File: src/rtl/stage_clock_gen.sv
// stage_clock_gen: reset sequencer plus NUM_CH programmable clock-enable
// strobes and a free-running active-cycle counter, all on one clock.
`timescale 1ns/1ps

module stage_clock_gen #(
   parameter int NUM_CH      = 4,
   parameter int DIV_W       = 4,
   parameter int HOLD_CYCLES = 2
) (
   input  logic                    clock,
   input  logic                    reset,
   input  logic                    run,
   input  logic                    cfg_load,
   input  logic [NUM_CH*DIV_W-1:0] cfg_div,
   input  logic [NUM_CH*DIV_W-1:0] cfg_phase,
   output logic                    sys_reset,
   output logic                    ready,
   output logic [NUM_CH-1:0]       ch_en,
   output logic [31:0]             cycle_count
);

   localparam logic [7:0]       HOLD  = 8'(HOLD_CYCLES);
   localparam logic [DIV_W-1:0] ONE_D = DIV_W'(1);

   logic [1:0]       sync_q;
   logic [7:0]       hold_q;
   logic [31:0]      cycle_q;
   logic [DIV_W-1:0] div_q     [NUM_CH];
   logic [DIV_W-1:0] phase_q   [NUM_CH];
   logic [DIV_W-1:0] cnt_q     [NUM_CH];
   logic [DIV_W-1:0] div_eff   [NUM_CH];
   logic [DIV_W-1:0] phase_eff [NUM_CH];
   logic [NUM_CH-1:0] wrap;
   logic             active;

   // Two-flop synchroniser for the release edge of the external reset.
   always_ff @(posedge clock or negedge reset) begin
      // NOTE: sequential state uses non-blocking assignments so every flop
      // samples the pre-edge value of the others (the shift needs this).
      if (!reset) sync_q <= 2'b00;
      else        sync_q <= {sync_q[0], 1'b1};
   end

   // Stretch the synchronised release by HOLD_CYCLES edges.
   always_ff @(posedge clock or negedge reset) begin
      if (!reset)                          hold_q <= '0;
      else if (sync_q[1] && hold_q != HOLD) hold_q <= hold_q + 8'd1;
   end

   assign sys_reset = !(sync_q[1] && (hold_q == HOLD));
   assign ready     = !sys_reset;
   assign active    = ready && run;

   // Effective divide/phase, wrap detect and strobe decode per channel.
   always_comb begin
      // NOTE: every combinational output gets a default first so no path
      // through the loop can leave a value unassigned and infer a latch.
      ch_en = '0;
      wrap  = '0;
      for (int i = 0; i < NUM_CH; i++) begin
         div_eff[i]   = (div_q[i] == '0) ? ONE_D : div_q[i];
         phase_eff[i] = (phase_q[i] >= div_eff[i]) ? (div_eff[i] - ONE_D) : phase_q[i];
         wrap[i]      = (cnt_q[i] >= (div_eff[i] - ONE_D));
         ch_en[i]     = active && (cnt_q[i] == phase_eff[i]);
      end
   end

   // Config registers and channel counters; cfg_load realigns every channel.
   always_ff @(posedge clock or negedge reset) begin
      // NOTE: the config array is reset on purpose: a reset must return every
      // channel to div=1/phase=0, so it cannot be left as uninitialised storage.
      if (!reset) begin
         for (int i = 0; i < NUM_CH; i++) begin
            div_q[i]   <= ONE_D;
            phase_q[i] <= '0;
            cnt_q[i]   <= '0;
         end
      end else if (cfg_load) begin
         for (int i = 0; i < NUM_CH; i++) begin
            div_q[i]   <= cfg_div[i*DIV_W +: DIV_W];
            phase_q[i] <= cfg_phase[i*DIV_W +: DIV_W];
            cnt_q[i]   <= '0;
         end
      end else if (active) begin
         for (int i = 0; i < NUM_CH; i++) begin
            cnt_q[i] <= wrap[i] ? '0 : (cnt_q[i] + ONE_D);
         end
      end
   end

   // Free-running count of active cycles; wraps naturally at 32 bits.
   always_ff @(posedge clock or negedge reset) begin
      if (!reset)      cycle_q <= '0;
      else if (active) cycle_q <= cycle_q + 32'd1;
   end

   assign cycle_count = cycle_q;

endmodule

File: config.mk
export PLATFORM = sky130hd
export DESIGN_NAME = stage_clock_gen
export DESIGN_NICKNAME = d
export VERILOG_FILES = /design/src/rtl/stage_clock_gen.sv
export SDC_FILE = /design/constraint.sdc
export NUM_CORES = 1
export LEC_CHECK = 0
export ABC_CLOCK_PERIOD_IN_PS = 3500
export CAP_MARGIN = 30
export CORE_MARGIN = 10
export CORE_UTILIZATION = 40
export CTS_BUF_LIST = sky130_fd_sc_hd__clkbuf_8
export CTS_CLUSTER_DIAMETER = 50
export DETAILED_ROUTE_END_ITERATION = 6
export GPL_TIMING_DRIVEN = 0
export HOLD_SLACK_MARGIN = 0.12
export SYNTH_ARGS = -nofsm -noshare
export SYNTH_HDL_FRONTEND = slang
export SYNTH_SLANG_ARGS = --single-unit
File: constraint.sdc
create_clock -name clock -period 3.5 [get_ports clock]
set_clock_uncertainty 0.05 [all_clocks]
set_input_delay 1.05 -clock clock [delete_from_list [all_inputs] [get_ports clock]]
set_output_delay 1.05 -clock clock [all_outputs]
set_load 0.02 [all_outputs]
# Word-level counts from Yosys, hierarchy flattened
# Cells that the tools add are included.
# word_totals
ff_bits,90
input_bits,36
output_inout_bits,38
word_cells,66
# classes
order_cmp,8
addsub,10
eq_ne,6
reduce_logical,13
mux,14
# op_table
op,count
two-way mux 4 bit,12
"adder 32 x 1 -> 32 bit, second input constant",1
greater-or-equal comparator 4 bit,8
two-way mux 16 bit,2
"adder 4 x 1 -> 4 bit, second input constant",4
equality test 4 bit,4
zero test 4 bit,4
"subtractor 4 x 1 -> 4 bit, second input constant",4
"adder 8 x 1 -> 8 bit, second input constant",1
"equality test 8 x 2 -> 1 bit, second input constant",1
"inequality test 8 x 2 -> 1 bit, second input constant",1
logical AND 1 bit,7
nonzero test 2 bit,1
zero test 1 bit,1

# Longest topological paths before layout
# Gate-level depths: netlist of run 1.
# depth
depth_word,7
mapped_depth,11

# Least setup slack after synthesis of run 1
# OpenSTA, ideal clock, no wires.
# synth_timing
kind,reg-to-output
startpoint,register div_q[6] (netlist bit)
endpoint,output ch_en[2]
stages_incl_launch_ff,11
t_required_ns,2.400
path_buffers,0
slack_ns,-0.595
t_arrival_ns,2.995
path_cell_list,dfrtp_1 inv_1 a31oi_1 inv_1 ha_1 nand2b_1 a211oi_1 o21bai_1 mux2i_1 xnor2_1 a2111oi_0
# synth_between
elab_chain_len,6
# synth_rtl
item,line_no,rtl
start: declaration,28,logic [DIV_W-1:0] div_q [NUM_CH];
start signal: indexed assignment,80,div_q[i] <= cfg_div[i*DIV_W +: DIV_W];
zero test 4 bit,61,div_eff[i] = (div_q[i] == '0) ? ONE_D : div_q[i];
two-way mux 4 bit (*),61,
subtractor 4 x 1 -> 4 bit / greater-or-equal comparator 4 bit (equally long branches),62,phase_eff[i] = (phase_q[i] >= div_eff[i]) ? (div_eff[i] - ONE_D) : phase_q[i];
two-way mux 4 bit (*),62,
equality test 4 bit (*),64,ch_en[i] = active && (cnt_q[i] == phase_eff[i]);
logical AND 1 bit (*),64,
end: declaration,18,"output logic [NUM_CH-1:0] ch_en,"
# Every way passes the cells marked *; elsewhere a longest branch is shown, timed or not.

# Worst setup path after layout of run 1
# layout_timing
startpoint,register div_q[5] (netlist bit)
endpoint,output ch_en[2]
# Same word-level chain as after synthesis.

==> results of run 1 <==
==> cell families after synthesis <==
logic type | count (synthesis) | share of synthesized area (%)
AND/OR/NAND/NOR | 179 | 18.38
AO/OA/AOI/OAI | 90 | 10.25
flip-flops | 90 | 43.51
XOR/XNOR | 56 | 9.455
buffers and inverters | 54 | 4.221
adder cells (fa/ha/maj) | 43 | 10.37
multiplexers | 18 | 3.739
other | 1 | 0.07229
==> synth_stat cells, drive strengths merged (3+ instances only) <==
library cell  number  area, µm²
a211oi             8      60.06
nor3              13      65.06
nor2              16      67.56
nor3b              8      60.06
xor2              10      87.58
and4               3      26.28
nand3             24      120.1
mux2              11      123.9
dfrtp             86       2152
mux2i              7      70.07
ha                43      538.0
nand2             66      247.7
o21bai             4      30.03
or3                4      31.28
o21ai             38      190.2
inv               41      153.9
dfstp              4      105.1
o31ai              4      30.03
a21oi             18      90.09
nor4               3      33.78
nand2b             8      50.05
nand4             13      102.6
and3               8      51.30
clkbuf             9      33.78
a31oi              9      56.30
buf                4      31.27
nor2b              4      25.02
xnor2             46      402.9
and2               3      21.27
==> worst max-delay path by stage <==
stage	to	cells past startpoint	slack, ns
detailed placement	ch_en[2]	7	-0.93
CTS	ch_en[2]	11	-0.30
global placement	cycle_count[27]	1	-2.06
global route	ch_en[2]	12	-0.43
finish	ch_en[2]	12	-0.27
floorplan	ch_en[2]	10	-0.09
==> per-layer routing <==
| metal | global-route usage [%] | vias up | share of wire [%] |
|---|---|---|---|
| li1 | - | 2045 | - |
| met1 | 17.64 | 2075 | 45 |
| met2 | 24.12 | 68 | 51 |
| met3 | 3.809 | 9 | 3.3 |
| met4 | 3.809 | 0 | 1.0 |
| met5 | 0 | - | 0 |
==> worst register-to-register path: stages (launching register included) <==
cell	delay, ns
dfstp_2	0.57
a31oi_4	0.05
buf_4	0.14
buf_4	0.14
ha_1	0.33
ha_1	0.29
a21oi_1	0.14
nor2_1	0.06
a211oi_1	0.51
o21ai_0	0.18
a21oi_1	0.16
==> power groups by stage <==
stage	Sequential, µW	Clock (µW)	Combinational (µW)
CTS	1230	674	706
global placement	1250	0	577
global route	1250	707	833
finish	1240	646	755
detailed placement	1250	0	599
floorplan	1240	0	407
==> sequential cells by signal (all words and copies together), names as in the netlist <==
register and flops:
phase_q 16, cnt_q 16, hold_q 8, cycle_count 32
div_q 16, sync_q 2
==> timing repair <==
action                     CTS  global route
pin swaps                   15            11
buffers inserted            17             6
setup endpoints to repair    4             5
resized for setup           69            14
==> per-stage QoR <==
step                      setup TNS [ns]  cells  power (µW)
final                            -0.8910    814        2638
after global routing              -1.443    814        2792
after CTS                        -0.9738    808        2612
after detailed placement          -3.478    776        1851
after global placement           -183.40    775        1828
after floorplan                 -0.09306    531        1644
==> layout make-up <==
type                            instances  share of cell area [%]
Inverter                               41                   2.264
Clock inverter                          4                  0.2944
Timing Repair Buffer                   96                   13.34
Clock buffer                           11                   2.227
Buffer                                 13                   1.417
Tap cell                              172                   3.165
Multi-Input combinational cell        387                   44.04
Sequential cell                        90                   33.25
==> flow_metrics.py, run 1 <==
metrics = {
    "run_status": {
        "status": "finished with violations",
        "violations": "setup timing",
    },
    "power_and_ir_drop": {
        "powerDensity_mw_per_mm2": 388.0,
        "power.internal_uw": 1792,
        "pwr-share-comb_pct": 28.6,
        "leakage_uw": 0.002986,
        "p_sw_uw": 845.9,
        "clkPwrFrac_pct": 24.5,
        "seqPwrFrac_pct": 46.9,
        "p_sw_share_pct": 32.07,
        "ir_drop_uv": 313.8,
    },
    "critical_path": {
        "r2r-start": "div_q[12]",
        "crit_path_max_fanout": 4,
        "worstPathCellList": "inv_2, a31oi_4, inv_1, ha_1, nand2b_4, a211oi_2, o21bai_2, buf_4, mux2i_1, xnor2_1, a2111oi_2, buf_4",
        "critical_path.max_stage_delay_ns": 0.38,
        "worstSetupStartpointType": "register",
        "cp_top_family": "compound AO/OA/AOI/OAI gates",
        "required_ns": 2.40,
        "critPathKind": "register to primary output",
        "worst-path-buf-inv": 4,
        "crit_start": "div_q[5]",
        "cp-end-kind": "primary output",
        "cp_slowest_cell": "dfrtp_1",
        "cpMostUsedCell": "buf_4",
        "regToRegSetupSlack_ns": 0.83,
        "rr_worst_depth": 10,
        "r2r-end": "cnt_q[14]",
        "arrival_ns": 2.67,
    },
    "cells_and_area": {
        "area_growth_syn_to_layout_pct": 31.07,
        "ff_latch_area_mm2": 0.002261,
        "fillers": 1154,
        "multiInputGateArea_mm2": 0.002994,
        "utilization_pct": 53.66,
        "diodes": 0,
        "nets": 717,
        "stdcell_area_mm2": 0.006799,
        "drive_gt1_share_pct": 17.91,
        "final_common_cell": "dfrtp_1",
        "layout_common_cells": "dfrtp_1, clkdlybuf4s50_1, nand2_1, xnor2_1, ha_1",
    },
    "die": {
        "dieArea_mm2": 0.01792,
        "pin_count": 74,
        "die_h_um": 133.9,
        "die_w_um": 133.9,
        "core-area_mm2": 0.01267,
        "fp-row-count": 41,
        "initial_core_util_pct": 40.94,
    },
    "synthesis": {
        "syn_avg_cell_area_um2": 9.769,
        "synthFlopType": "dfrtp_1",
        "async_reset_ff_share_pct": 100.0,
        "yosysSeqAreaShare_pct": 43.51,
        "synthCells": 531,
        "synth_area_mm2": 0.005187,
        "synth.distinct_cells": 50,
        "synth.net_count": 610,
        "ys_ff_latch": 90,
        "synth-edff-count": 0,
        "ys.warnings.count": 0,
    },
    "worst_hold_path": {
        "hold_depth": 0,
        "hp-class": "register to register",
        "min_from": "sync_q[0]",
        "worstHoldEndpoint": "sync_q[1]",
    },
    "sta": {
        "hold_viol": 0,
        "setup_viol_count_final": 4,
        "holdWs_ns": 0.3095,
        "fmax_mhz": 264.9,
        "rsz0062_at_grt": "yes",
        "relSlewSlack_pct": 52.92,
        "period_needed_ns": 3.775,
        "setup_slack_ns": -0.2747,
        "fin_crit_sh_pct": 107.8,
        "worst_pin_slew_ns": 0.7062,
        "drv_slew": 0,
    },
    "routing": {
        "dr.first_iter.drc_count": 243,
        "wl_per_cell_um": 15.73,
        "dr.pass1.iters": 4,
        "via_per_inst": 5.156,
        "vias": 4197,
        "route.detailed.drc": 0,
        "drtAntennaViolNets": 0,
        "drt-total-wl_um": 12810,
    },
    "place": {
        "port_buffers": 72,
        "routabilityCongestion": 0.8401,
        "hpwl_um": 9030,
        "dpl_worst_slack_ns": -0.9294,
        "postPlaceCellArea_mm2": 0.006173,
    },
    "global_routing": {
        "antenna_found_initial": 0,
        "grt_max_degree": 71,
        "grt_pass1_wl_um": 21200,
        "grt_overflow_total": 0,
        "grt_pass1_vias": 4285,
        "grtUsageTotal_pct": 14.31,
    },
    "clock_tree": {
        "cts_hold_buf": 0,
        "clkSlewWorstSetupHoldPaths_ns": 0.08,
        "clock-sinks": 90,
        "cts_buffers": 9,
        "clkLatencyLatePin_ns": 0.37,
        "cts_max_path_buffers": 2,
        "cts_root_buffer": "clkbuf_8",
        "cts_tree": "done",
        "htreeDepth": 3,
    },
    "flow_run": {
        "maxCapViolCount": 0,
    },
}
Power figures use the tool's default switching activity.
==> inputs of run 2 (changes only) <==
--- a/config.mk
+++ b/config.mk
@@ -8,12 +8,14 @@
 export ABC_CLOCK_PERIOD_IN_PS = 3500
 export CAP_MARGIN = 30
 export CORE_MARGIN = 10
-export CORE_UTILIZATION = 40
+export CORE_UTILIZATION = 48
 export CTS_BUF_LIST = sky130_fd_sc_hd__clkbuf_8
 export CTS_CLUSTER_DIAMETER = 50
 export DETAILED_ROUTE_END_ITERATION = 6
 export GPL_TIMING_DRIVEN = 0
 export HOLD_SLACK_MARGIN = 0.12
+export PLACE_DENSITY = 0.72
 export SYNTH_ARGS = -nofsm -noshare
 export SYNTH_HDL_FRONTEND = slang
 export SYNTH_SLANG_ARGS = --single-unit
+export TNS_END_PERCENT = 1
==> flow_metrics.py, run 2 (same netlist as run 1, synthesis figures left out) <==
metrics = {
    "clock_tree": {
        "cts_hold_buf": 0,
        "htreeDepth": 3,
        "cts_tree": "done",
        "cts_buffers": 9,
        "clkSlewWorstSetupHoldPaths_ns": 0.09,
        "cts_root_buffer": "clkbuf_8",
        "cts_max_path_buffers": 2,
        "clock-sinks": 90,
        "clkLatencyLatePin_ns": 0.37,
    },
    "sta": {
        "rsz0062_at_grt": "yes",
        "fmax_mhz": 255.8,
        "fin_crit_sh_pct": 111.7,
        "setup_viol_count_final": 4,
        "tns_ns": -1.226,
        "worst_pin_slew_ns": 0.7366,
        "hold_viol": 0,
        "drv_slew": 0,
        "setup_slack_ns": -0.4097,
        "period_needed_ns": 3.910,
        "relSlewSlack_pct": 50.89,
    },
    "critical_path": {
        "worstSetupStartpointType": "register",
        "cp-end-kind": "primary output",
        "arrival_ns": 2.81,
        "required_ns": 2.40,
        "regToRegSetupSlack_ns": 0.82,
        "crit_path_max_fanout": 4,
        "critPathKind": "register to primary output",
    },
    "routing": {
        "via_per_inst": 5.388,
        "vias": 4149,
        "dr.first_iter.drc_count": 236,
        "drt-total-wl_um": 12290,
        "drtAntennaViolNets": 0,
        "route.detailed.drc": 0,
        "wl_per_cell_um": 15.96,
        "dr.pass1.iters": 4,
    },
    "die": {
        "initial_core_util_pct": 49.80,
        "pin_count": 74,
        "core-area_mm2": 0.01042,
        "die_h_um": 124.0,
        "fp-row-count": 37,
        "die_w_um": 124.0,
        "dieArea_mm2": 0.01536,
    },
    "cells_and_area": {
        "largest_reg_flops": 32,
        "nets": 708,
        "diodes": 0,
        "utilization_pct": 63.20,
        "drive_gt1_share_pct": 14.83,
        "area_growth_syn_to_layout_pct": 26.89,
        "final_common_cell": "dfrtp_1",
        "final_cells": 770,
        "layout_common_cells": "dfrtp_1, clkdlybuf4s50_1, nand2_1, xnor2_1, ha_1",
    },
    "global_routing": {
        "grt_pass1_vias": 4242,
        "grt-busiest-layer": "met2",
        "antenna_found_initial": 0,
        "gr-usage-met3_pct": 2.851,
        "grtUsageTotal_pct": 16.57,
        "use_met2_pct": 28.58,
        "gr-usage-met1_pct": 20.18,
        "grt_overflow_total": 0,
        "grt_max_degree": 73,
        "grt_pass1_wl_um": 20510,
    },
    "power_and_ir_drop": {
        "pwr-share-comb_pct": 25.9,
        "power.internal_uw": 1803,
        "fin_total_pwr_uw": 2660,
        "leakage_uw": 0.002907,
        "ir_drop_uv": 241.5,
        "p_sw_share_pct": 32.23,
        "p_sw_uw": 857.4,
        "powerDensity_mw_per_mm2": 404.1,
        "seqPwrFrac_pct": 46.2,
        "clkPwrFrac_pct": 27.8,
    },
    "run_status": {
        "violations": "setup timing",
        "status": "finished with violations",
    },
    "worst_hold_path": {
        "hp-class": "register to register",
    },
    "flow_run": {
        "maxCapViolCount": 0,
    },
    "place": {
        "dp_cells": 740,
        "port_buffers": 72,
        "hpwl_um": 8816,
        "routabilityCongestion": 0.8857,
    },
}
==> run 2: cell count changes in the layout (fill, tap and decap cells not counted), sizes merged <==
cell           before  now
clkinvlp            1    2
inv                43   42
clkdlybuf4s50      66   67
clkbuf             20   18
clkinv              1    3
buf                33   24
dlygate4sd2         1    0
bufinv              0    1
==> run 2: worst paths after layout <==
path                                start           to  cells past startpoint
worst max-delay path             div_q[5]     ch_en[2]                     12
worst min-delay path            sync_q[0]    sync_q[1]                      0
worst max register to register   div_q[4]     cnt_q[6]                     10
worst min register to register  sync_q[0]    sync_q[1]                      0
max in group asynchronous           reset    div_q[12]                      2
min in group asynchronous           reset  phase_q[10]                      1
==> run 2: power groups by stage <==
stage,combinational [µW],clock [µW],sequential (µW)
6_report,690,741,1230
5_1_grt,769,795,1250
4_1_cts,672,752,1230
3_5_place_dp,594,0,1250
3_3_place_gp,568,0,1250
2_1_floorplan,403,0,1240
==> run 2: worst max-delay path, cell delays in order (launching register included) <==
cell and delay [ns]:
dfrtp_1 0.38, inv_2 0.06, a31oi_4 0.18, inv_1 0.06, ha_1 0.28, nand2b_4 0.15
a211oi_4 0.24, o21bai_4 0.10, buf_6 0.14, mux2i_2 0.18, xnor2_1 0.11, a2111oi_2 0.32
buf_2 0.23
==> run 2: what timing repair did <==
action                                 CTS  global route
resized for setup                       54             6
pin swaps                                6             5
endpoints found under the hold margin    0             0
setup buffers                           13             1
setup endpoints to repair                4             4
==> run 2: layout make-up <==
cell class,instances,area (µm²)
Clock inverter,7,78.83
Multi-Input combinational cell,387,2861
Tap cell,136,170.2
Fill cell,859,3834
Sequential cell,90,2260
Clock buffer,9,123.9
Buffer,13,92.59
Inverter,41,153.9
Timing Repair Buffer,87,842.1
==> run 2: per-stage QoR <==
step                      area (µm²)  worst slack (ns)  hold slack [ns]
after floorplan                 5200          -0.09306           0.2812
after global placement          6091            -1.975           0.2829
after detailed placement        6116           -0.9285           0.2873
after CTS                       6549           -0.3093           0.3084
after global routing            6583           -0.5466           0.3281
final                           6583           -0.4097           0.3054
==> run 2: metal layers <==
| layer | part of all wire, % | wire length, µm |
|---|---|---|
| met4 | 1.4 | 170 |
| met2 | 51 | 6261 |
| met3 | 3.6 | 438 |
| met5 | 0 | 0 |
| met1 | 44 | 5421 |
==> inputs of run 3 (changes only) <==
==> config.mk (replaced) <==
export PLATFORM = sky130hd
export DESIGN_NAME = stage_clock_gen
export DESIGN_NICKNAME = d
export VERILOG_FILES = /design/src/rtl/stage_clock_gen.sv
export SDC_FILE = /design/constraint.sdc
export NUM_CORES = 1
export LEC_CHECK = 0
export CAP_MARGIN = 30
export CORE_MARGIN = 10
export CORE_UTILIZATION = 49
export CTS_BUF_LIST = sky130_fd_sc_hd__clkbuf_8
export CTS_CLUSTER_DIAMETER = 50
export DETAILED_ROUTE_END_ITERATION = 6
export GPL_TIMING_DRIVEN = 0
export PLACE_DENSITY = 0.73
export SYNTH_ARGS = -nofsm -noshare
export SYNTH_HDL_FRONTEND = slang
export SYNTH_SLANG_ARGS = --single-unit
export TNS_END_PERCENT = 1
==> flow_metrics.py, run 3 (same netlist as run 1, synthesis figures left out) <==
metrics = {
    "global_routing": {
        "antenna_found_initial": 0,
        "grtUsageTotal_pct": 16.64,
        "grt_overflow_total": 0,
        "grt_pass1_vias": 4442,
        "grt_pass1_wl_um": 20710,
        "grt_max_degree": 65,
    },
    "critical_path": {
        "required_ns": 2.40,
        "worst-path-buf-inv": 4,
        "cp_slowest_cell": "dfrtp_1",
        "critical_path.max_stage_delay_ns": 0.38,
        "worstSetupStartpointType": "register",
        "r2r-start": "div_q[14]",
        "regToRegSetupSlack_ns": 0.79,
        "cp-end-kind": "primary output",
        "rr_worst_depth": 11,
        "r2r-end": "cnt_q[15]",
        "arrival_ns": 2.78,
        "worstPathCellList": "inv_1, a31oi_4, inv_2, ha_4, nand2b_4, a211oi_4, o21bai_4, buf_6, a211oi_2, o21ai_1, a2111oi_2, buf_4",
        "crit_path_max_fanout": 3,
        "cp_top_family": "compound AO/OA/AOI/OAI gates",
        "critPathKind": "register to primary output",
    },
    "cells_and_area": {
        "fillers": 809,
        "layout_common_cells": "dfrtp_1, nand2_1, clkdlybuf4s50_1, xnor2_1, ha_1",
        "diodes": 0,
        "largest_reg_flops": 32,
        "nets": 718,
        "utilization_pct": 65.46,
        "drive_gt1_share_pct": 16.77,
        "area_growth_syn_to_layout_pct": 30.27,
        "final_common_cell": "dfrtp_1",
    },
    "routing": {
        "dr.first_iter.drc_count": 312,
        "dr.pass1.iters": 4,
        "wl_per_cell_um": 15.99,
        "vias": 4236,
        "drtAntennaViolNets": 0,
        "drt-total-wl_um": 12470,
        "via_per_inst": 5.431,
        "route.detailed.drc": 0,
    },
    "power_and_ir_drop": {
        "ir_drop_uv": 257.8,
        "leakage_uw": 0.003001,
        "powerDensity_mw_per_mm2": 411.6,
    },
    "sta": {
        "setup_slack_ns": -0.3795,
        "rsz0062_at_grt": "yes",
        "relSlewSlack_pct": 49.72,
        "drv_slew": 0,
        "period_needed_ns": 3.880,
        "setup_viol_count_final": 4,
        "fmax_mhz": 257.8,
        "fin_crit_sh_pct": 110.8,
        "tns_ns": -1.091,
        "hold_viol": 0,
        "worst_pin_slew_ns": 0.7543,
    },
    "clock_tree": {
        "htreeDepth": 3,
        "clock-sinks": 90,
        "cts_max_path_buffers": 2,
        "cts_root_buffer": "clkbuf_8",
        "clkLatencyLatePin_ns": 0.36,
        "cts_hold_buf": 0,
        "cts_buffers": 9,
        "clkSlewWorstSetupHoldPaths_ns": 0.09,
        "cts_tree": "done",
    },
    "place": {
        "hpwl_um": 8781,
        "routabilityCongestion": 0.9021,
        "port_buffers": 72,
    },
    "die": {
        "pin_count": 74,
        "dieArea_mm2": 0.01510,
        "fp-row-count": 37,
        "initial_core_util_pct": 50.25,
        "die_w_um": 122.9,
        "die_h_um": 122.9,
        "core-area_mm2": 0.01032,
    },
    "worst_hold_path": {
        "worstHoldEndpoint": "sync_q[1]",
        "hold_depth": 0,
        "min_from": "sync_q[0]",
        "hp-class": "register to register",
    },
    "run_status": {
        "status": "finished with violations",
        "violations": "setup timing",
    },
    "flow_run": {
        "maxCapViolCount": 0,
    },
}
==> run 3: cell types whose count changed in the layout (fill, tap and decap cells not counted), moves of 2 or more <==
cell,previous run,this run
ha_1,43,41
dfrtp_2,2,0
nand2b_4,1,3
ha_4,0,2
buf_4,17,28
inv_2,3,5
nand2b_1,7,5
dfrtp_1,84,86
==> run 3: worst max path at each step <==
stage / depth (start not counted) / slack, ns / from / to
floorplan: 10 / -0.09 / div_q[6] / ch_en[2]
global placement: 1 / -1.98 / reset / cycle_count[22]
detailed placement: 6 / -0.94 / run / ch_en[1]
CTS: 10 / -0.26 / div_q[2] / ch_en[3]
global route: 12 / -0.50 / div_q[7] / ch_en[2]
finish: 12 / -0.38 / div_q[6] / ch_en[2]
==> run 3: where the power goes <==
| group | internal [µW] | total, µW | switching [µW] |
|---|---|---|---|
| Combinational | 373 | 749 | 376 |
| Clock | 410 | 804 | 394 |
| Sequential | 1130 | 1230 | 101 |
==> run 3: through the flow <==
| stage | instances | total power (µW) | cell area (µm²) | setup slack [ns] | hold WS (ns) |
|---|---|---|---|---|---|
| 2_1_floorplan | 531 | 1640 | 5200 | -0.09306 | 0.2812 |
| 3_3_place_gp | 739 | 1813 | 6091 | -1.979 | 0.2826 |
| 5_1_grt | 780 | 2941 | 6758 | -0.4986 | 0.3331 |
| 3_5_place_dp | 740 | 1843 | 6116 | -0.9371 | 0.2990 |
| 6_report | 780 | 2781 | 6758 | -0.3795 | 0.3164 |
| 4_1_cts | 775 | 2747 | 6663 | -0.2561 | 0.3217 |
==> run 3: repair_timing <==
item,in CTS,in global routing
resized for setup,61,10
buffers inserted,19,5
endpoints found under the hold margin,0,0
setup endpoints to repair,4,4
pin swaps,18,11
==> run 3: layout make-up <==
class,instances,area [µm²],area share (%)
clock inverter,7,105.1,1.555
tap,136,170.2,2.518
sequential,90,2257,33.40
multi-input combinational,387,2937,43.45
buffer,13,88.84,1.315
inverter,41,153.9,2.277
clock buffer,9,123.9,1.833
timing repair buffer,97,922.1,13.65
==> run 3: routing by layer <==
metal  routed length, µm  global-route usage [%]  vias to the layer above
met5                   0                       0                        -
met4                 214                   6.996                        0
met3                 428                   2.416                       17
met2                6247                   28.78                       75
met1                5582                   20.31                     2090
li1                    -                       -                     2054
